**src/rtl/countdown_timer.sv**
```systemverilog
// MM:SS.cc kitchen-timer datapath: loads a BCD preset, counts down every TICK_DIV
// clocks while running, and flags expiry at 00:00.00 using the stopwatch digit layout.
module countdown_timer #(
    parameter int TICK_DIV = 500000
) (
    input  logic        clk,
    input  logic        reset_n,
    input  logic        load,
    input  logic        start_stop,
    input  logic [23:0] preset,
    output logic [3:0]  r0,
    output logic [3:0]  r1,
    output logic [3:0]  r2,
    output logic [3:0]  r3,
    output logic [3:0]  r4,
    output logic [3:0]  r5,
    output logic        running,
    output logic        expired,
    output logic        done
);

    localparam int PW = (TICK_DIV > 1) ? $clog2(TICK_DIV) : 1;

    typedef enum logic [1:0] {
        IDLE,
        PAUSED,
        RUNNING,
        EXPIRED
    } state_t;

    state_t           state;
    state_t           next_state;
    logic [PW-1:0]    prescaler;
    logic [5:0][3:0]  digits;
    logic [5:0][3:0]  clamped;
    logic [5:0][3:0]  decremented;
    logic             borrow;
    logic             tick;

    assign tick = (state == RUNNING) && (prescaler == PW'(TICK_DIV - 1));

    // Digit index 3 is seconds-tens, the only digit whose range tops out at 5.
    always_comb begin
        clamped = '0;
        for (int i = 0; i < 6; i++) begin
            clamped[i] = preset[4*i +: 4];
            if (i == 3) begin
                if (clamped[i] > 4'd5) clamped[i] = 4'd5;
            end else if (clamped[i] > 4'd9) begin
                clamped[i] = 4'd9;
            end
        end
    end

    always_comb begin
        decremented = digits;
        borrow      = 1'b1;
        for (int i = 0; i < 6; i++) begin
            if (borrow) begin
                if (digits[i] == 4'd0) begin
                    decremented[i] = (i == 3) ? 4'd5 : 4'd9;
                end else begin
                    decremented[i] = digits[i] - 4'd1;
                    borrow         = 1'b0;
                end
            end
        end
    end

    // Reaching zero on a tick wins over a simultaneous pause request.
    always_comb begin
        next_state = state;
        if (load) begin
            next_state = (clamped != '0) ? PAUSED : IDLE;
        end else begin
            case (state)
                IDLE:    next_state = IDLE;
                PAUSED:  if (start_stop) next_state = RUNNING;
                RUNNING: begin
                    if (tick && decremented == '0) next_state = EXPIRED;
                    else if (start_stop)           next_state = PAUSED;
                end
                EXPIRED: if (start_stop) next_state = IDLE;
                default: next_state = IDLE;
            endcase
        end
    end

    always_ff @(posedge clk or negedge reset_n) begin
        if (!reset_n) begin
            state     <= IDLE;
            prescaler <= '0;
            digits    <= '0;
            done      <= 1'b0;
        end else begin
            state <= next_state;
            done  <= (next_state == EXPIRED) && (state != EXPIRED);
            if (state == RUNNING && next_state == RUNNING && !tick)
                prescaler <= prescaler + PW'(1);
            else
                prescaler <= '0;
            if (load)
                digits <= clamped;
            else if (tick)
                digits <= decremented;
        end
    end

    assign r0      = digits[0];
    assign r1      = digits[1];
    assign r2      = digits[2];
    assign r3      = digits[3];
    assign r4      = digits[4];
    assign r5      = digits[5];
    assign running = (state == RUNNING);
    assign expired = (state == EXPIRED);

endmodule

```
**config.mk**
```make
export PLATFORM = sky130hd
export DESIGN_NAME = countdown_timer
export DESIGN_NICKNAME = d
export VERILOG_FILES = /design/src/rtl/countdown_timer.sv
export SDC_FILE = /design/constraint.sdc
export NUM_CORES = 1
export LEC_CHECK = 0
export BUFFER_PORTS_ARGS = -buffer_cell sky130_fd_sc_hd__buf_2
export CAP_MARGIN = 25
export CORE_UTILIZATION = 40
export DETAILED_ROUTE_END_ITERATION = 12
export PLACE_DENSITY_LB_ADDON = 0.08
export SLEW_MARGIN = 40
export SYNTH_ARGS = -nofsm -noshare
export SYNTH_HDL_FRONTEND = slang
export SYNTH_SLANG_ARGS = --single-unit
```
**constraint.sdc**
```tcl
create_clock -name clk -period 4.25 [get_ports clk]
set_input_delay 0.85 -clock clk [delete_from_list [all_inputs] [get_ports clk]]
set_output_delay 0.85 -clock clk [all_outputs]
set_load 0.03 [all_outputs]
```
==> results by group <==
Hold path
  • HP Start: prescaler[0]$_DFF_PN0_
  • Hold WC Path Type: flip-flop to flip-flop

Clocking
  • Clk pin slew, worst setup/hold paths: 80 ps
  • Total CTS buffers: 5
  • Root buf cell: clkbuf_8
  • CTS tree: built
  • Worst skew pair latency: 300 ps
  • Clock Path Buffers: 2
  • Cts hold-fix bufs: 0
  • Post-CTS setup buffers: 0
  • Htree depth: 2
  • Post-CTS Resized: 0
  • Sinks on Clock Net: 46

Status
  • Status: complete, no violations

Place
  • DP Area: 3218 µm²
  • Port Buffer Count: 54
  • Placer Congestion: 0.8252
  • Post-DP HPWL: 5.636 mm

Power and ir drop
  • Power Total: 945.4 µW
  • Leakage power total: 0.001234 µW
  • VDD IR-drop max: 0.1634 mV
  • Power per cell area: 286.1 nW/µm²

Job
  • Maxcap violations: 0

Synthesis
  • Ranking of synthesized cells by area: dfrtp_1 40%, nor2_1 5.6%, xnor2_1 5.2%
  • Post-synthesis register bit count: 46
  • Post-synth top cells: 46 x dfrtp_1, 43 x nor2_1, 20 x nor4_1
  • Syn_area_per_cell: 8.482 µm²
  • Primary FF master, synth: dfrtp_1
  • Syn_nets: 369
  • Synth Warn #: 0
  • Area leader, netlist: dfrtp_1
  • Most common cell in the netlist: dfrtp_1
  • Async SR Flop Fraction: 100.0%
  • Netlist cell types: 48
  • Area of the mapped netlist: 2884 µm²
  • Synth top area share: 39.91%
  • Gate Count Post-Synth: 340
  • Register area share after synthesis: 39.91%
  • Number of synthesized flops with an enable pin: 0

GRT
  • First-pass GRT wire length: 12.65 mm
  • GRT Util Overall: 21.57%
  • Met1 usage: 29.46%
  • Global routing's busiest layer: met2
  • Largest net degree at the start of global routing: 47
  • Global route total overflow: 0
  • GR Layer Usage met2: 36.01%
  • Number of global-route vias before repair: 2501
  • Met3 Usage GRT: 3.981%
  • Antenna violations before repair: 0

STA
  • Slew @ Worst Pin: 702.5 ps
  • Final slew viol count: 0
  • Hold Vio Cnt, Final: 0
  • FMAX: 330.2 MHz
  • Worst Hold Slack: 501.2 ps
  • Skew final: 3.249 ps
  • Min Tclk post-route: 3029 ps
  • Setup violators final: 0
  • Fin crit share: 71.26%
  • Unrepaired setup endpoints after global routing: no
  • Total Neg Setup Slack: 0 ps
  • Slew HR: 52.73%

Critical path
  • Crit path DAT: 3220 ps
  • Maximum fanout along the worst path: 15
  • Critical path class: flip-flop to flip-flop
  • Critical Path Source: prescaler[11]$_DFF_PN0_
  • Critical path endpoint category: flip-flop
  • Reg2reg start: prescaler[11]$_DFF_PN0_
  • CP required: 4440 ps
  • Setup crit start kind: flip-flop

Layout
  • Layout Nets: 414
  • Final instance area: 3304 µm²
  • Antenna cells: 0
  • Synthesis-to-layout area growth: 14.58%
  • Layout cells sized above 1: 18.70%

Floorplan
  • Initial core utilization: 41.99%
  • Die width: 86.91 µm
  • Core area: 6869 µm²
  • Ports: 55
  • Rows: 30
  • Chip height: 86.91 µm
  • Die ar.: 7553 µm²

Drt
  • Vias per cell: 5.578
  • Vias: 2683
  • DRC: 0
  • Iter 0 DRT Violations: 104
  • DR WL/cell: 15.92 µm
  • Final wirelength: 7.658 mm
  • DRT Pass-1 Iters: 4
  • ANT nets after route: 0
==> kinds of logic after synthesis <==
kind of cell / after synthesis / synth area share [%]
fa+ha+maj: 1 / 0.4338
simple gates: 172 / 33.15
buf+inv: 31 / 4.121
mux: 5 / 1.735
compound gates: 61 / 13.36
xor+xnor: 24 / 7.288
flops: 46 / 39.91
==> placed cells by master (no fill, tap or decap), drive strengths merged, types with 12 or more instances in the layout <==
cell type  Yosys  final
a21oi         12     12
buf            2     57
dfrtp         46     46
nand2         16     16
nor2          43     43
nor3          18     18
nor4          20     20
o21ai         18     18
xnor2         17     17
==> final timing paths <==
| kind | slack (ps) | end | cells after the start |
|---|---|---|---|
| max | 1220 | r3[3]$_DFFE_PN0P_ | 5 |
| min | 500 | prescaler[0]$_DFF_PN0_ | 1 |
| max reg2reg | 1220 | r3[3]$_DFFE_PN0P_ | 5 |
| min reg2reg | 500 | prescaler[0]$_DFF_PN0_ | 1 |
| max in group asynchronous | 3290 | prescaler[16]$_DFF_PN0_ | 1 |
| min in group asynchronous | 540 | r4[2]$_DFFE_PN0P_ | 1 |
==> flip-flops by register name (all words and copies together), names as in the netlist <==
signal     cells
prescaler     19
r0             4
r1             4
r2             4
r3             4
r4             4
r5             4
state          2
done           1
==> worst max-delay path, cell delays in order (launching register included) <==
cell and delay, ps:
dfrtp_1 440, or4_1 530, or4_1 760, or4_1 630
or3_1 370, and3_1 190
==> stage by stage <==
stage	setup slack [ps]	std cells	util, %
floorplan	1592	340	-
detailed placement	1235	473	46.85
global route	1092	481	48.11
global placement	1296	473	46.81
finish	1221	481	48.11
CTS	1206	480	48.00
==> per-layer routing <==
layer | share of wire (%) | wire length, µm
met1 | 49 | 3716
met3 | 3.3 | 251
met2 | 47 | 3637
met5 | 0 | 0
met4 | 0.67 | 51
==> layout make-up <==
cell class	instances	area (µm²)
Clock buffer	5	68.82
Inverter	12	45.04
Multi-Input combinational cell	263	1614
Fill cell	704	3565
Clock inverter	2	10.01
Sequential cell	46	1151
Tap cell	96	120.1
Timing Repair Buffer	57	295.3
==> where the power goes <==
group | total, µW | leakage, µW | switching [µW] | internal (µW)
clock network | 261 | 0.0000438 | 150 | 111
logic | 186 | 0.000604 | 119 | 67.2
registers | 498 | 0.000586 | 39.2 | 459
total | 945 | 0.00123 | 309 | 637
(Power assumes the default switching activity.)
